`src/rtl/interrupt_dispatcher_pkg.sv`:
```
// Shared constants, state encoding and bus payload type for the interrupt dispatcher.
package interrupt_dispatcher_pkg;

    localparam int unsigned ADDR_W         = 24;
    localparam int unsigned DATA_W         = 32;
    localparam int unsigned ID_W           = 3;
    localparam int unsigned NUM_SOURCES    = 4;
    localparam int unsigned CNT_W          = 8;
    localparam int unsigned TIMEOUT_CYCLES = 255;

    localparam logic [ADDR_W-1:0] PLIC_ENABLE_ADDR = 24'h002000;
    localparam logic [ADDR_W-1:0] PLIC_CLAIM_ADDR  = 24'h200004;

    typedef enum logic [2:0] {
        ST_INIT,
        ST_IDLE,
        ST_CLAIM,
        ST_DELIVER,
        ST_WAIT_DONE,
        ST_COMPLETE
    } state_e;

    typedef struct packed {
        logic              rw;
        logic [ADDR_W-1:0] addr;
        logic [DATA_W-1:0] wdata;
    } bus_req_t;

    // A claim word names a real source only if the upper bits are clear and the ID is 1..NUM_SOURCES.
    function automatic logic claim_id_valid(input logic [DATA_W-1:0] rdata);
        return (rdata[DATA_W-1:ID_W] == '0) &&
               (rdata[ID_W-1:0] != '0) &&
               (rdata[ID_W-1:0] <= ID_W'(NUM_SOURCES));
    endfunction

endpackage

```
`src/rtl/interrupt_dispatcher_if.sv`:
```
// Register-bus connection between the dispatcher (master) and the interrupt controller (slave).
interface interrupt_dispatcher_if;
    import interrupt_dispatcher_pkg::*;

    logic              o_request;
    logic              o_rw;
    logic [ADDR_W-1:0] o_address;
    logic [DATA_W-1:0] o_wdata;
    logic [DATA_W-1:0] i_rdata;
    logic              i_ready;

    modport master (output o_request, o_rw, o_address, o_wdata, input i_rdata, i_ready);
    modport slave  (input o_request, o_rw, o_address, o_wdata, output i_rdata, i_ready);
endinterface

```
`src/rtl/interrupt_dispatcher_bus_strobe_initiator.sv`:
```
// Issues single-cycle bus strobes, holds the transfer arguments until i_ready,
// and (with INTERRUPT_DISPATCHER_TIMEOUT_EN) aborts a transfer left unanswered.
module bus_strobe_initiator
    import interrupt_dispatcher_pkg::*;
(
    input  logic              clk,
    input  logic              rst_n,
    input  logic              start_c,
    input  bus_req_t          req_c,
    interrupt_dispatcher_if.master bus,
    output logic              outstanding,
    output logic              done_c,
    output logic [DATA_W-1:0] rdata_c
`ifdef INTERRUPT_DISPATCHER_TIMEOUT_EN
    ,
    output logic              timeout_c
`endif
);

    logic     request_q, request_d;
    bus_req_t req_q, req_d;
    logic     outstanding_q, outstanding_d;
`ifdef INTERRUPT_DISPATCHER_TIMEOUT_EN
    logic [CNT_W-1:0] cnt_q, cnt_d;
`endif

    // Strobe, argument capture and outstanding-transfer tracking.
    always_comb begin
        request_d     = start_c;
        req_d         = start_c ? req_c : req_q;
        done_c        = outstanding_q && bus.i_ready;
        outstanding_d = outstanding_q;
        if (start_c) begin
            outstanding_d = 1'b1;
        end else if (done_c) begin
            outstanding_d = 1'b0;
        end
`ifdef INTERRUPT_DISPATCHER_TIMEOUT_EN
        timeout_c = outstanding_q && !bus.i_ready && (cnt_q == CNT_W'(TIMEOUT_CYCLES - 1));
        cnt_d     = cnt_q;
        if (start_c) begin
            cnt_d = '0;
        end else if (outstanding_q) begin
            cnt_d = cnt_q + CNT_W'(1);
        end
        if (timeout_c) begin
            outstanding_d = 1'b0;
        end
`endif
    end

    // Bus-side registers.
    always_ff @(posedge clk or negedge rst_n) begin
        if (!rst_n) begin
            request_q     <= 1'b0;
            req_q         <= '0;
            outstanding_q <= 1'b0;
`ifdef INTERRUPT_DISPATCHER_TIMEOUT_EN
            cnt_q         <= '0;
`endif
        end else begin
            request_q     <= request_d;
            req_q         <= req_d;
            outstanding_q <= outstanding_d;
`ifdef INTERRUPT_DISPATCHER_TIMEOUT_EN
            cnt_q         <= cnt_d;
`endif
        end
    end

    assign bus.o_request = request_q;
    assign bus.o_rw      = req_q.rw;
    assign bus.o_address = req_q.addr;
    assign bus.o_wdata   = req_q.wdata;
    assign outstanding   = outstanding_q;
    assign rdata_c       = bus.i_rdata;

endmodule

```
`src/rtl/interrupt_dispatcher.sv`:
```
// Hart-side interrupt dispatcher: programs source enables after reset, claims on each
// interrupt pulse, hands the ID to the core and writes the completion once the handler ends.
// Optional bus timeout: define INTERRUPT_DISPATCHER_TIMEOUT_EN.
module interrupt_dispatcher
    import interrupt_dispatcher_pkg::*;
#(
    parameter logic [NUM_SOURCES-1:0] ENABLE_MASK = 4'b1111
)
(
    input  logic            i_clock,
    input  logic            i_reset,
    input  logic            i_interrupt,
    interrupt_dispatcher_if.master bus,
    output logic            o_irq_valid,
    output logic [ID_W-1:0] o_irq_id,
    input  logic            i_irq_ack,
    input  logic            i_irq_done,
    output logic            o_busy,
    output logic            o_error
);

    state_e            state_q, state_d;
    logic              pending_q, pending_d;
    logic [ID_W-1:0]   id_q, id_d;
    logic              irq_valid_q, irq_valid_d;
    logic [ID_W-1:0]   irq_id_q, irq_id_d;
    logic              busy_q, busy_d;
    logic              start_c;
    bus_req_t          req_c;
    logic              outstanding;
    logic              done_c;
    logic [DATA_W-1:0] rdata_c;
`ifdef INTERRUPT_DISPATCHER_TIMEOUT_EN
    logic              timeout_c;
    logic              error_q, error_d;
`endif

    bus_strobe_initiator u_bus (
        .clk         (i_clock),
        .rst_n       (i_reset),
        .start_c     (start_c),
        .req_c       (req_c),
        .bus         (bus),
        .outstanding (outstanding),
        .done_c      (done_c),
        .rdata_c     (rdata_c)
`ifdef INTERRUPT_DISPATCHER_TIMEOUT_EN
        ,
        .timeout_c   (timeout_c)
`endif
    );

    // Next-state, pending flag, claimed ID and bus requests.
    always_comb begin
        state_d   = state_q;
        pending_d = pending_q;
        id_d      = id_q;
        start_c   = 1'b0;
        req_c     = '0;
`ifdef INTERRUPT_DISPATCHER_TIMEOUT_EN
        error_d   = error_q;
`endif
        case (state_q)
            ST_INIT: begin
                if (!outstanding) begin
                    start_c = 1'b1;
                    req_c   = '{rw: 1'b1, addr: PLIC_ENABLE_ADDR,
                                wdata: DATA_W'({ENABLE_MASK, 1'b0})};
                end
                if (done_c) state_d = ST_IDLE;
            end
            ST_IDLE: begin
                if (pending_q) begin
                    start_c   = 1'b1;
                    req_c     = '{rw: 1'b0, addr: PLIC_CLAIM_ADDR, wdata: '0};
                    pending_d = 1'b0;
                    state_d   = ST_CLAIM;
                end
            end
            ST_CLAIM: begin
                if (done_c) begin
                    if (claim_id_valid(rdata_c)) begin
                        id_d    = rdata_c[ID_W-1:0];
                        state_d = ST_DELIVER;
                    end else begin
                        id_d    = '0;
                        state_d = ST_COMPLETE;
                    end
                end
            end
            ST_DELIVER: begin
                if (i_irq_ack) state_d = i_irq_done ? ST_COMPLETE : ST_WAIT_DONE;
            end
            ST_WAIT_DONE: begin
                if (i_irq_done) state_d = ST_COMPLETE;
            end
            ST_COMPLETE: begin
                if (!outstanding) begin
                    start_c = 1'b1;
                    req_c   = '{rw: 1'b1, addr: PLIC_CLAIM_ADDR, wdata: DATA_W'(id_q)};
                end
                if (done_c) state_d = ST_IDLE;
            end
            default: state_d = ST_INIT;
        endcase
`ifdef INTERRUPT_DISPATCHER_TIMEOUT_EN
        // An unanswered claim is retried later, so its pending flag comes back.
        if (timeout_c) begin
            if (state_q == ST_CLAIM) pending_d = 1'b1;
            state_d = ST_IDLE;
            error_d = 1'b1;
        end
`endif
        if (i_interrupt) pending_d = 1'b1;

        irq_valid_d = (state_d == ST_DELIVER);
        irq_id_d    = (state_d == ST_DELIVER) ? id_d : '0;
        busy_d      = (state_d != ST_IDLE);
    end

    // State and registered core-side outputs.
    always_ff @(posedge i_clock or negedge i_reset) begin
        if (!i_reset) begin
            state_q     <= ST_INIT;
            pending_q   <= 1'b0;
            id_q        <= '0;
            irq_valid_q <= 1'b0;
            irq_id_q    <= '0;
            busy_q      <= 1'b0;
`ifdef INTERRUPT_DISPATCHER_TIMEOUT_EN
            error_q     <= 1'b0;
`endif
        end else begin
            state_q     <= state_d;
            pending_q   <= pending_d;
            id_q        <= id_d;
            irq_valid_q <= irq_valid_d;
            irq_id_q    <= irq_id_d;
            busy_q      <= busy_d;
`ifdef INTERRUPT_DISPATCHER_TIMEOUT_EN
            error_q     <= error_d;
`endif
        end
    end

    assign o_irq_valid = irq_valid_q;
    assign o_irq_id    = irq_id_q;
    assign o_busy      = busy_q;
`ifdef INTERRUPT_DISPATCHER_TIMEOUT_EN
    assign o_error     = error_q;
`else
    assign o_error     = 1'b0;
`endif

endmodule
```
`src/flat_wrapper.sv`:
```
// flat-port wrapper written by rule: the top's interface ports become plain ports
module interrupt_dispatcher_flat import interrupt_dispatcher_pkg::*;
#(
    parameter logic [NUM_SOURCES-1:0] ENABLE_MASK = 4'b1111
)
  (i_clock, i_reset, i_interrupt, o_irq_valid, o_irq_id, i_irq_ack, i_irq_done, o_busy, o_error, bus_o_request, bus_o_rw, bus_o_address, bus_o_wdata, bus_i_rdata, bus_i_ready);
  interrupt_dispatcher_if bus_i ();
  input  logic i_clock;
  input  logic i_reset;
  input  logic i_interrupt;
  output logic o_irq_valid;
  output logic [ID_W-1:0] o_irq_id;
  input  logic i_irq_ack;
  input  logic i_irq_done;
  output logic o_busy;
  output logic o_error;
  output wire logic [$bits(bus_i.o_request)-1:0] bus_o_request;
  output wire logic [$bits(bus_i.o_rw)-1:0] bus_o_rw;
  output wire logic [$bits(bus_i.o_address)-1:0] bus_o_address;
  output wire logic [$bits(bus_i.o_wdata)-1:0] bus_o_wdata;
  input wire logic [$bits(bus_i.i_rdata)-1:0] bus_i_rdata;
  input wire logic [$bits(bus_i.i_ready)-1:0] bus_i_ready;
  assign bus_o_request = bus_i.o_request;
  assign bus_o_rw = bus_i.o_rw;
  assign bus_o_address = bus_i.o_address;
  assign bus_o_wdata = bus_i.o_wdata;
  assign bus_i.i_rdata = bus_i_rdata;
  assign bus_i.i_ready = bus_i_ready;
  interrupt_dispatcher #(.ENABLE_MASK(ENABLE_MASK)) u_core (.i_clock(i_clock), .i_reset(i_reset), .i_interrupt(i_interrupt), .bus(bus_i), .o_irq_valid(o_irq_valid), .o_irq_id(o_irq_id), .i_irq_ack(i_irq_ack), .i_irq_done(i_irq_done), .o_busy(o_busy), .o_error(o_error));
endmodule
```
`config.mk`:
```
export PLATFORM = sky130hd
export DESIGN_NAME = interrupt_dispatcher_flat
export DESIGN_NICKNAME = d
export VERILOG_FILES = /design/src/rtl/interrupt_dispatcher_pkg.sv /design/src/rtl/interrupt_dispatcher_if.sv /design/src/rtl/interrupt_dispatcher_bus_strobe_initiator.sv /design/src/rtl/interrupt_dispatcher.sv /design/src/flat_wrapper.sv
export SDC_FILE = /design/constraint.sdc
export NUM_CORES = 1
export LEC_CHECK = 0
export ABC_AREA = 0
export ABC_CLOCK_PERIOD_IN_PS = 1800
export CORE_ASPECT_RATIO = 1.1
export CORE_MARGIN = 5
export CORE_UTILIZATION = 25
export CTS_CLUSTER_SIZE = 20
export DETAILED_ROUTE_END_ITERATION = 10
export PLACE_DENSITY_LB_ADDON = 0.3
export RECOVER_POWER = 25
export SYNTH_ARGS = -nofsm -noshare
export SYNTH_HDL_FRONTEND = slang
export SYNTH_SLANG_ARGS = --single-unit
```
`constraint.sdc`:
```
create_clock -name i_clock -period 1.8 [get_ports i_clock]
set_input_delay 0.18 -clock i_clock [delete_from_list [all_inputs] [get_ports i_clock]]
set_output_delay 0.18 -clock i_clock [all_outputs]
set_load 0.01 [all_outputs]
```
==> reports/qor.yml <==
critical_path:
  worstPathRequired_ps: 1960
  cp.arrival_ps: 1840
  cp_max_fo: 5
  start_kind: "primary input"
  worst-setup-path-type: "primary input to flop"
  ff2ff_path_depth: 5
  end_kind: "flop"
clock_network:
  cts_setup_buffers: 0
  clockBufferDepth: 2
  ctsResizeCount: 0
  cts-root-buf: "clkbuf_8"
  clk_latency_ps: 260
  htreeDepth: 1
  clock-sinks: 20
  cts_tree: "built"
  clk_pin_slew_worst_paths_ps: 70
  numCtsBuffers: 3
  ctsHoldBuffers: 0
floorplanning:
  coreArea_mm2: 0.00547
  rows: 28
  io_pins: 102
  fp.dieW_um: 82.0
  start_util_pct: 26.1
  dieHeight_um: 89.2
  die-area_mm2: 0.00732
finish:
  diodes: 0
  final_cell_area_mm2: 0.00194
  final_nets: 251
  area.growth.synth_to_final_pct: 35.7
  final_common_cell: "clkdlybuf4s50_1"
  drive_above_1_share_pct: 12.3
  final.fill_count: 589
  seq_area_um2: 500
  mostFrequentLayoutCells: "clkdlybuf4s50_1 (51), conb_1 (49), dfrtp_1 (20)"
  finalCoreUtilization_pct: 35.4
  multi_input_area_um2: 672
synthesis:
  ys_ff_latch: 20
  synth_top_cell_by_area: "dfrtp_1"
  seq_area_frac_synth_pct: 35.1
  synth.avg_cell_area_um2: 9.20
  netlist_area_mm2: 0.00143
  ys_top_cells_by_area: "dfrtp_1 (35%), buf_4 (27%), nor4_2 (4.4%)"
  syn_inst: 155
  ys_warn_count: 0
  ys_types: 37
  synth_top_area_share_pct: 35.1
power:
  power.share.switching_pct: 36.3
  peakVddDrop_uv: 432
  p_leak_nw: 0.850
  finalPower_mw: 2.24
  p_per_area_mw_per_mm2: 1160
  p_sw_uw: 812
  intPower_mw: 1.42
  p_clk_share_pct: 19.7
  seq_power_share_pct: 32.1
  p_comb_share_pct: 48.2
sta:
  fin_tns_setup_ps: 0
  hold_violations: 0
  slew_headroom_pct: 31.9
  worst_clock_skew_ps: 1.08
  postLayoutSetupSlackWorst_ps: 122
  fin_crit_sh_pct: 93.2
  rsz0062_at_grt: "no"
  final_max_slew_viol_count: 0
  tightest_slew_ps: 1020
  min_period_ps: 1680
  setup_viol: 0
  fmax_mhz: 596
routing:
  num_vias: 1108
  initialDrtViolationCount: 19
  top_layer_used: "met4"
  dr.pass1.iters: 4
  routed_via_density: 3.86
  drt_wl_total_um: 3100
  m1WireLength_um: 1110
  ant_nets: 0
  wl_met2_um: 1670
  met3WireLength_um: 277
  post_drt_wl_per_cell_um: 10.8
  drc: 0
placed_design:
  routabilityCongestion: 0.779
  detailed_place.area_mm2: 0.00186
  port_buffers: 52
  dp_hpwl_um: 2730
  dp_slack_ps: -162
grt:
  grt_pass1_wl_um: 4740
  grt_usage_pct: 8.50
  overflow: 0
  grt_max_degree: 21
  antenna_found_initial: 0
  grt_pass1_vias: 1112
flow_run:
  cap_viol_max_count: 0
outcome:
  status: "completed"
hold_path:
  whs_path_depth: 2
  worstHoldPathType: "primary input to flop"
==> registers in the layout, indices dropped and copies added (netlist names), 3 cells and up <==
register	cells
u_core.o_irq_id	3
u_core.u_bus.bus.o_wdata	4
u_core.id_q	3
u_core.state_q	3
==> worst paths after layout <==
path | startpoint | endpoint | slack [ps]
max | bus_i_rdata[30] | u_core.o_irq_id[2] | 120
min | i_interrupt | u_core.pending_q | 480
max reg2reg | u_core.state_q[0] | u_core.o_irq_id[2] | 220
min reg2reg | u_core.id_q[0] | u_core.u_bus.bus.o_wdata[0] | 490
max in group asynchronous | i_reset | u_core.u_bus.bus.o_wdata[1] | 580
min in group asynchronous | i_reset | u_core.u_bus.bus.o_rw | 610
==> final cells by class <==
class                      count  share of cell area (%)
clock buffer                   3                    2.13
clock inverter                 1                    1.55
inverter                       5                    1.10
multi-input combinational    123                    34.7
sequential                    20                    25.9
tap                           75                    4.85
timing repair buffer          60                    29.8
==> critical path, stage by stage <==
cell and delay, ps:
clkdlybuf4s50_1 410, nor4_1 270, nand4_1 230, o31ai_2 350
nand3_2 170, a211oi_1 230
==> stage by stage <==
stage	hold slack, ps	cells
global placement	475	283
global route	503	287
detailed placement	475	283
CTS	262	287
floorplan	-116	203
finish	482	287
==> cell families after synthesis <==
family | count (synthesis) | share of synthesized area [%]
buf+inv | 60 | 30.8
simple gates | 50 | 21.6
flops | 20 | 35.1
other cells | 1 | 0.263
compound gates | 23 | 11.7
xor+xnor | 1 | 0.614
==> layer usage <==
metal | up-vias | track usage (%)
li1 | 541 | -
met1 | 502 | 9.30
met2 | 60 | 16.1
met3 | 5 | 1.21
met4 | 0 | 3.63
met5 | - | 0
==> synth_stat cells <==
cell and instances:
a22o_1 1, nor4_1 2, buf_2 1, o21ai_1 2
nor3b_1 1, nand3_1 1, buf_6 2, nand2_1 14
nand4b_1 2, nor4_2 5, a211oi_1 4, or3_4 1
inv_1 3, dfrtp_1 20, buf_4 52, inv_4 1
a21oi_1 3, conb_1 1, nor2b_1 2, and4b_1 1
a31oi_1 3, nor2_1 9, xor2_1 1, nand2b_2 1
o21ai_2 1, a21o_1 2, inv_2 1, nand3_2 1
o31ai_2 1, o21ai_0 3, nor3_2 1, nor3_1 2
o311ai_2 1, o211ai_1 1, nand4_1 3, nand2b_1 4
o32ai_1 1
==> power by group through the flow <==
stage / Clock, mW / Combinational (mW) / Sequential (mW)
2_1_floorplan: 0 / 0.753 / 0.719
3_3_place_gp: 0 / 1.08 / 0.728
3_5_place_dp: 0 / 1.09 / 0.729
4_1_cts: 0.452 / 1.09 / 0.722
5_1_grt: 0.468 / 1.19 / 0.748
6_report: 0.440 / 1.08 / 0.719
(Power assumes the default switching activity.)
